<file path="src/rtl/spi_arb_pkg.sv">
// Shared types for the SPI frame arbiter: FSM state encoding and round-robin pointer width.
package spi_arb_pkg;

    typedef enum logic [1:0] {
        IDLE  = 2'd0,
        ISSUE = 2'd1,
        BUSY  = 2'd2
    } arb_state_t;

    // Pointer is sized for the largest supported channel count so every NUM_CH shares one width.
    localparam int unsigned MAX_CH = 16;
    localparam int unsigned PTR_W  = $clog2(MAX_CH);

endpackage

</file>
<file path="src/rtl/spi_frame_arbiter_rr_pick.sv">
// Combinational round-robin picker: first eligible channel searching upward from last+1, wrapping.
module rr_pick
    import spi_arb_pkg::*;
#(
    parameter int NUM_CH = 4
) (
    input  logic [NUM_CH-1:0] eligible,
    input  logic [PTR_W-1:0]  last,
    output logic [NUM_CH-1:0] winner,
    output logic [PTR_W-1:0]  winner_idx,
    output logic              any_valid
);

    logic [31:0]    elig_ext;
    logic [PTR_W:0] cand;

    assign elig_ext = 32'(eligible);

    always_comb begin
        winner     = '0;
        winner_idx = '0;
        any_valid  = 1'b0;
        cand       = '0;
        for (int i = 1; i <= NUM_CH; i++) begin
            cand = (PTR_W+1)'(last) + (PTR_W+1)'(i);
            if (cand >= (PTR_W+1)'(NUM_CH)) begin
                cand = cand - (PTR_W+1)'(NUM_CH);
            end
            if (!any_valid && elig_ext[cand]) begin
                any_valid  = 1'b1;
                winner     = NUM_CH'(1) << cand;
                winner_idx = cand[PTR_W-1:0];
            end
        end
    end

endmodule

</file>
<file path="src/rtl/spi_frame_arbiter.sv">
// Shares one SPI serializer among NUM_CH requesters: round-robin grant, load handshake,
// frame tracking with ISSUE timeout, and per-channel chip-select routing.
//
//   state | meaning
//   IDLE  | no frame owned; arbitrate when serializer ready and a channel is eligible
//   ISSUE | word latched, load request held until serializer drops ready (or timeout)
//   BUSY  | serializer shifting the frame; wait for ready to return, then pulse done
module spi_frame_arbiter
    import spi_arb_pkg::*;
#(
    parameter int NUM_CH    = 4,
    parameter int DATA_SIZE = 32,
    parameter int TIMEOUT   = 1024
) (
    input  logic                        i_Clock,
    input  logic                        i_Reset,
    input  logic [NUM_CH-1:0]           i_Enable,
    input  logic [NUM_CH-1:0]           i_Req,
    input  logic [NUM_CH*DATA_SIZE-1:0] i_Data,
    output logic [NUM_CH-1:0]           o_Grant,
    output logic [NUM_CH-1:0]           o_Done,
    output logic                        o_Timeout,
    output logic                        o_Ser_Data_Ready,
    output logic [DATA_SIZE-1:0]        o_Ser_Data,
    input  logic                        i_Ser_Ready,
    input  logic                        i_Ser_CS,
    output logic [NUM_CH-1:0]           o_CS
);

    localparam int TW = $clog2(TIMEOUT) + 1;

    arb_state_t          state, state_nxt;
    logic [NUM_CH-1:0]   grant_r;
    logic [PTR_W-1:0]    last_r;
    logic [TW-1:0]       tmo_cnt;

    logic [NUM_CH-1:0]   eligible;
    logic [NUM_CH-1:0]   winner;
    logic [PTR_W-1:0]    winner_idx;
    logic                any_valid;
    logic [DATA_SIZE-1:0] winner_data;
    logic                tmo_hit;

    logic [NUM_CH-1:0]   grant_pulse_nxt;
    logic [NUM_CH-1:0]   done_nxt;
    logic                tmo_nxt;
    logic                data_ready_nxt;
    logic                load_word;
    logic                grant_clr;

    assign eligible = i_Req & i_Enable;
    assign tmo_hit  = (tmo_cnt == TW'(TIMEOUT - 1));

    rr_pick #(
        .NUM_CH (NUM_CH)
    ) u_rr_pick (
        .eligible   (eligible),
        .last       (last_r),
        .winner     (winner),
        .winner_idx (winner_idx),
        .any_valid  (any_valid)
    );

    always_comb begin
        winner_data = '0;
        for (int k = 0; k < NUM_CH; k++) begin
            if (winner[k]) begin
                winner_data = i_Data[k*DATA_SIZE +: DATA_SIZE];
            end
        end
    end

    always_ff @(posedge i_Clock) begin
        if (i_Reset) begin
            state <= IDLE;
        end else begin
            state <= state_nxt;
        end
    end

    always_comb begin
        state_nxt = state;
        case (state)
            IDLE: begin
                if (i_Ser_Ready && any_valid) begin
                    state_nxt = ISSUE;
                end
            end
            ISSUE: begin
                if (!i_Ser_Ready) begin
                    state_nxt = BUSY;
                end else if (tmo_hit) begin
                    state_nxt = IDLE;
                end
            end
            BUSY: begin
                if (i_Ser_Ready) begin
                    state_nxt = IDLE;
                end
            end
            default: state_nxt = IDLE;
        endcase
    end

    // A falling ready sample wins over a coincident timeout: the serializer has taken the word.
    always_comb begin
        grant_pulse_nxt = '0;
        done_nxt        = '0;
        tmo_nxt         = 1'b0;
        data_ready_nxt  = 1'b0;
        load_word       = 1'b0;
        grant_clr       = 1'b0;
        case (state)
            IDLE: begin
                if (i_Ser_Ready && any_valid) begin
                    grant_pulse_nxt = winner;
                    data_ready_nxt  = 1'b1;
                    load_word       = 1'b1;
                end
            end
            ISSUE: begin
                if (!i_Ser_Ready) begin
                    data_ready_nxt = 1'b0;
                end else if (tmo_hit) begin
                    tmo_nxt   = 1'b1;
                    grant_clr = 1'b1;
                end else begin
                    data_ready_nxt = 1'b1;
                end
            end
            BUSY: begin
                if (i_Ser_Ready) begin
                    done_nxt  = grant_r;
                    grant_clr = 1'b1;
                end
            end
            default: begin
                grant_clr = 1'b1;
            end
        endcase
    end

    always_ff @(posedge i_Clock) begin
        if (i_Reset) begin
            o_Grant          <= '0;
            o_Done           <= '0;
            o_Timeout        <= 1'b0;
            o_Ser_Data_Ready <= 1'b0;
            o_Ser_Data       <= '0;
            grant_r          <= '0;
            last_r           <= PTR_W'(NUM_CH - 1);
            tmo_cnt          <= '0;
        end else begin
            o_Grant          <= grant_pulse_nxt;
            o_Done           <= done_nxt;
            o_Timeout        <= tmo_nxt;
            o_Ser_Data_Ready <= data_ready_nxt;
            if (load_word) begin
                o_Ser_Data <= winner_data;
                grant_r    <= winner;
                last_r     <= winner_idx;
                tmo_cnt    <= '0;
            end else begin
                if (grant_clr) begin
                    grant_r <= '0;
                end
                if (state == ISSUE) begin
                    tmo_cnt <= tmo_cnt + TW'(1);
                end
            end
        end
    end

    // Only the owning channel sees the serializer's chip select; everyone else stays deselected.
    assign o_CS = ~grant_r | {NUM_CH{i_Ser_CS}};

endmodule

</file>
<file path="config.mk">
export PLATFORM = sky130hd
export DESIGN_NAME = spi_frame_arbiter
export DESIGN_NICKNAME = d
export VERILOG_FILES = /design/src/rtl/spi_arb_pkg.sv /design/src/rtl/spi_frame_arbiter_rr_pick.sv /design/src/rtl/spi_frame_arbiter.sv
export SDC_FILE = /design/constraint.sdc
export NUM_CORES = 1
export LEC_CHECK = 0
export CORE_MARGIN = 5
export CORE_UTILIZATION = 44
export DETAILED_ROUTE_END_ITERATION = 8
export GPL_TIMING_DRIVEN = 0
export PLACE_DENSITY = 0.83
export SLEW_MARGIN = 20
export SYNTH_ARGS = -nofsm -noshare
export SYNTH_HDL_FRONTEND = slang
export SYNTH_SLANG_ARGS = --single-unit
</file>
<file path="constraint.sdc">
create_clock -name i_Clock -period 3.9 [get_ports i_Clock]
set_input_delay 0.39 -clock i_Clock [delete_from_list [all_inputs] [get_ports i_Clock]]
set_output_delay 0.39 -clock i_Clock [all_outputs]
set_load 0.005 [all_outputs]
</file>
==> report_table.html <==
<table>
<tr><th>Metric</th><th>Value</th></tr>
<tr><th colspan="2">Synthesis</th></tr>
<tr><td>Biggest area contributors in the synthesized netlist</td><td>dfxtp_1 29%, a221oi_2 10%, a211oi_2 8.5%</td></tr>
<tr><td>Yosys Warn Count</td><td>0</td></tr>
<tr><td>Avg Synthesized Cell Area</td><td>9.962 µm²</td></tr>
<tr><td>EDFF count, synth</td><td>0</td></tr>
<tr><td>Syn Inst Count</td><td>roughly 440</td></tr>
<tr><td>Post-synth net total</td><td>600</td></tr>
<tr><td>Fraction of the yosys area taken by sequential cells</td><td>0.2851</td></tr>
<tr><td>Cell taking the most area after synthesis</td><td>dfxtp_1</td></tr>
<tr><td>Post-synthesis cell type count</td><td>56</td></tr>
<tr><td>Register bit count reported by yosys</td><td>63</td></tr>
<tr><td>Summed instance area of the synthesized netlist</td><td>4423 µm²</td></tr>
<tr><td>Proportion of register bits with asynchronous set or reset after synthesis</td><td>0</td></tr>
<tr><td>Proportion of netlist area held by the largest area contributor</td><td>0.2851</td></tr>
<tr><td>Most used flip-flop cell after synthesis</td><td>dfxtp_1</td></tr>
<tr><th colspan="2">Worst setup path</th></tr>
<tr><td>Kind of start point of the critical path</td><td>register</td></tr>
<tr><td>Cell type with the highest occurrence count on the critical path</td><td>buf_6</td></tr>
<tr><td>Largest fanout on the critical path</td><td>10</td></tr>
<tr><td>Data required time of the critical path</td><td>slightly above 4 ns</td></tr>
<tr><td>Type of the setup path with the least slack</td><td>register to register</td></tr>
<tr><td>Maximum cell stage delay along the critical path</td><td>about 0.38 ns</td></tr>
<tr><td>Slowest CP cell</td><td>dfxtp_2</td></tr>
<tr><td>CP Cell Sequence</td><td>buf_6 -&gt; buf_6 -&gt; inv_1 -&gt; ha_1 -&gt; xnor2_1 -&gt; inv_1 -&gt; ha_1 -&gt; xnor2_1 -&gt; a32o_1 -&gt; a31oi_4 -&gt; o21bai_4 -&gt; o22ai_2 -&gt; o32ai_4 -&gt; buf_12 -&gt; buf_6 -&gt; a22oi_1 -&gt; a211oi_2</td></tr>
<tr><td>Endpoint type of the worst setup path</td><td>register</td></tr>
<tr><td>Signal arrival time at the worst endpoint</td><td>3.93 ns</td></tr>
<tr><th colspan="2">STA</th></tr>
<tr><td>Top achievable clock speed</td><td>about 270 MHz</td></tr>
<tr><td>Number of pins with negative max-slew slack in the final report</td><td>0</td></tr>
<tr><td>Worst clock skew on the final layout</td><td>about 0.014 ns</td></tr>
<tr><td>Total setup violations reported at the end of the flow</td><td>0</td></tr>
<tr><td>Worst hold slack</td><td>approximately 0.48 ns</td></tr>
<tr><td>Final worst path period need</td><td>3.719 ns</td></tr>
<tr><td>Count of endpoints failing hold in the final timing report</td><td>0</td></tr>
<tr><td>Max transition margin</td><td>0.4829</td></tr>
<tr><td>Share of the clock period used by the worst path</td><td>0.9536</td></tr>
<tr><td>Worst-Margin Slew</td><td>0.7757 ns</td></tr>
<tr><th colspan="2">Pwr</th></tr>
<tr><td>IR Drop Worst-Case VDD</td><td>0.0004722 V</td></tr>
<tr><td>Power dissipated by switching net loads</td><td>approximately 2.2 mW</td></tr>
<tr><td>Internal power of the cells</td><td>2.651 mW</td></tr>
<tr><td>Part of the power in the clock network</td><td>0.122</td></tr>
<tr><td>Sequential fraction of design power</td><td>0.191</td></tr>
<tr><td>Power per cell area</td><td>~720 nW/µm²</td></tr>
<tr><td>LEAKAGE</td><td>~2.4 nW</td></tr>
<tr><td>Gate power share</td><td>0.687</td></tr>
<tr><td>Switching share of power</td><td>0.4586</td></tr>
<tr><th colspan="2">Floorplan</th></tr>
<tr><td>Floorplan core area</td><td>between 9000 and 10000 µm²</td></tr>
<tr><td>Die span in y</td><td>about 110 µm</td></tr>
<tr><td>Floorplan die area</td><td>between 10000 and 15000 µm²</td></tr>
<tr><td>Initial cell density of the core</td><td>0.4525</td></tr>
<tr><td>Horizontal extent of the die</td><td>around 110 µm</td></tr>
<tr><td>Count of standard-cell rows</td><td>36</td></tr>
<tr><td>Top Ports</td><td>about 190</td></tr>
<tr><th colspan="2">Finish</th></tr>
<tr><td>Final Net Count</td><td>798</td></tr>
<tr><td>Count of inserted antenna diode cells</td><td>0</td></tr>
<tr><td>Synthesis-to-finish area growth</td><td>53.66%</td></tr>
<tr><td>Post-layout instance area</td><td>6797 µm²</td></tr>
<tr><td>Area taken by flip-flops and latches</td><td>approximately 1300 µm²</td></tr>
<tr><td>Final Util</td><td>0.6953</td></tr>
<tr><td>Most frequent standard cell in the layout excluding fill and tap cells</td><td>clkdlybuf4s50_1</td></tr>
<tr><td>Total area of multi-input combinational cells</td><td>approximately 3000 µm²</td></tr>
<tr><td>Fillers</td><td>~780</td></tr>
<tr><td>Share of layout cells above drive strength 1</td><td>0.2226</td></tr>
<tr><td>Most frequent cells in the layout</td><td>185 x clkdlybuf4s50_1, 62 x dfxtp_1, 52 x nor2_1, 32 x o2bb2ai_1</td></tr>
<tr><td>Non-filler cells in the finished layout</td><td>780</td></tr>
<tr><th colspan="2">Placement</th></tr>
<tr><td>Number of buffers added on ports</td><td>approximately 190</td></tr>
<tr><td>HPWL after detailed placement</td><td>between 10 and 15 mm</td></tr>
<tr><td>Cells after DPL</td><td>between 700 and 800</td></tr>
<tr><td>Dpl cell area</td><td>approximately 6400 µm²</td></tr>
<tr><td>Last weighted congestion value of the routability-driven placer</td><td>a little under 0.9</td></tr>
<tr><th colspan="2">GRT</th></tr>
<tr><td>First-pass GRT wire length</td><td>approximately 22 mm</td></tr>
<tr><td>Antenna violations before repair</td><td>0</td></tr>
<tr><td>Via count of the first global-routing pass</td><td>~4500</td></tr>
<tr><td>Maximum number of pins on one net before global-route repair</td><td>19</td></tr>
<tr><td>Grt ovf</td><td>0</td></tr>
<tr><td>All-Layer GR Usage</td><td>0.2367</td></tr>
<tr><th colspan="2">Flow run</th></tr>
<tr><td>Count of maximum capacitance violations</td><td>0</td></tr>
<tr><th colspan="2">Drt</th></tr>
<tr><td>Via density</td><td>about 5.6</td></tr>
<tr><td>Avg WL per Cell</td><td>between 15 and 20 µm</td></tr>
<tr><td>Number of design-rule violations left by the first detailed-router iteration</td><td>between 150 and 200</td></tr>
<tr><td>Detailed Routing Iterations Pass 1</td><td>4</td></tr>
<tr><td>Routed Wire Length</td><td>between 10 and 15 mm</td></tr>
<tr><td>Total vias in the final route</td><td>~4400</td></tr>
<tr><td>Antenna Violating Nets Remaining</td><td>0</td></tr>
<tr><td>DRC viols</td><td>0</td></tr>
<tr><th colspan="2">Clock tree</th></tr>
<tr><td>Clock latency on the worst-skew pair</td><td>approximately 0.36 ns</td></tr>
<tr><td>Clk Tree Root Cell</td><td>clkbuf_8</td></tr>
<tr><td>Clock transition at the registers of the reported paths</td><td>0.08 ns</td></tr>
<tr><td>Clock buffers created by TritonCTS</td><td>9</td></tr>
<tr><td>CTS tree</td><td>built</td></tr>
<tr><td>Maximum root-to-sink buffer count</td><td>2</td></tr>
<tr><td>Number of buffers inserted by hold repair at cts</td><td>0</td></tr>
<tr><td>Depth of the CTS H-tree</td><td>3</td></tr>
<tr><td>Number of clock sinks</td><td>between 60 and 70</td></tr>
<tr><th colspan="2">Status</th></tr>
<tr><td>Status</td><td>completed</td></tr>
<tr><th colspan="2">Min path</th></tr>
<tr><td>Worst hold path type</td><td>register to register</td></tr>
</table>
critical path: cells and delay by family (launching register included):
| kind | cells | cell delay [ns] |
|---|---|---|
| compound gates | 7 | 1.48 |
| buf+inv | 6 | 0.83 |
| fa+ha+maj | 2 | 0.54 |
| flops | 1 | 0.38 |
| xor+xnor | 2 | 0.36 |
logic make-up after synthesis:
family / synth area share
buffers and inverters: 0.06139
AND/OR/NAND/NOR: 0.1338
AO/OA/AOI/OAI: 0.4170
XOR/XNOR: 0.03762
adder cells (fa/ha/maj): 0.04526
flip-flops: 0.2851
multiplexers: 0.01980
state kept, by name, summed over array words and instances, names as in the netlist:
| signal | count |
|---|---|
| o_Timeout | 1 |
| state | 2 |
| last_r | 4 |
| o_Ser_Data_Ready | 1 |
| grant_r | 4 |
| o_Grant | 4 |
| o_Ser_Data | 32 |
| tmo_cnt | 11 |
| o_Done | 4 |
layout make-up:
cell class / instances / share of cell area
inverter: 10 / 0.005523
timing repair buffer: 188 / 0.2776
buffer: 35 / 0.04124
multi-input combinational: 335 / 0.4354
tap: 133 / 0.02448
clock inverter: 7 / 0.01178
clock buffer: 9 / 0.01823
sequential: 63 / 0.1858
cells in the mapped netlist, types with 2 or more instances:
| master | number |
|---|---|
| a221oi_2 | 30 |
| o21ai_1 | 3 |
| buf_2 | 12 |
| and2_1 | 10 |
| xor2_1 | 8 |
| a211oi_2 | 30 |
| a21o_1 | 5 |
| buf_6 | 8 |
| xnor2_1 | 11 |
| or3_1 | 2 |
| a221oi_1 | 3 |
| buf_4 | 6 |
| nand2b_1 | 10 |
| nand2_1 | 16 |
| dfxtp_1 | 63 |
| nor2b_1 | 4 |
| ha_1 | 16 |
| nand4_1 | 2 |
| nor3_1 | 7 |
| mux2i_1 | 2 |
| a31o_2 | 2 |
| clkbuf_1 | 9 |
| or2_2 | 3 |
| o2bb2ai_1 | 32 |
| mux4_2 | 2 |
| mux2_2 | 2 |
| a31oi_2 | 2 |
| o32ai_2 | 2 |
| a211oi_1 | 3 |
| inv_1 | 10 |
| a22oi_1 | 22 |
| a21oi_1 | 9 |
| and3_1 | 2 |
| nand3_1 | 8 |
| o21ai_0 | 5 |
| nor2_1 | 52 |
| a22oi_2 | 12 |
through the flow:
| step | TNS, ns | worst slack (ns) | power (mW) |
|---|---|---|---|
| 2_1_floorplan | 0 | 0.6046 | 3.157 |
| 3_3_place_gp | 0 | 0.1003 | 3.981 |
| 3_5_place_dp | -0.1555 | -0.04278 | 4.088 |
| 4_1_cts | 0 | 0.002513 | 4.740 |
| 5_1_grt | -0.3378 | -0.04144 | 5.201 |
| 6_report | 0 | 0.1811 | 4.897 |
final timing paths:
path                           startpoint                          end  slack [ns]  cells past startpoint
hold reg to reg   tmo_cnt[1]$_SDFFE_PP0P_      tmo_cnt[1]$_SDFFE_PP0P_        0.48                      2
hold / removal    tmo_cnt[1]$_SDFFE_PP0P_      tmo_cnt[1]$_SDFFE_PP0P_        0.48                      2
setup reg to reg   last_r[0]$_SDFFE_PP1P_  o_Ser_Data[10]$_SDFFE_PP0P_        0.18                     17
setup / recovery   last_r[0]$_SDFFE_PP1P_  o_Ser_Data[10]$_SDFFE_PP0P_        0.18                     17
power groups by stage:
stage	Clock (mW)	Sequential (mW)	Combinational, mW
CTS	0.604	0.933	3.20
detailed placement	0	0.944	3.14
global route	0.634	0.954	3.61
floorplan	0	0.934	2.22
finish	0.596	0.934	3.37
global placement	0	0.936	3.05
what timing repair did:
item / 4_1_cts / 5_1_grt
pin swaps: 0 / 2
setup endpoints to repair: 17 / 45
resized for setup: 6 / 28
buffers inserted: 0 / 3
metal layers:
metal	up-vias	wire (µm)	track usage
met4	0	433	0.09147
met2	137	7698	0.4099
met5	-	0	0
met1	2090	5790	0.2760
met3	27	931	0.06698
li1	2118	-	-
Power figures use the tool's default switching activity.
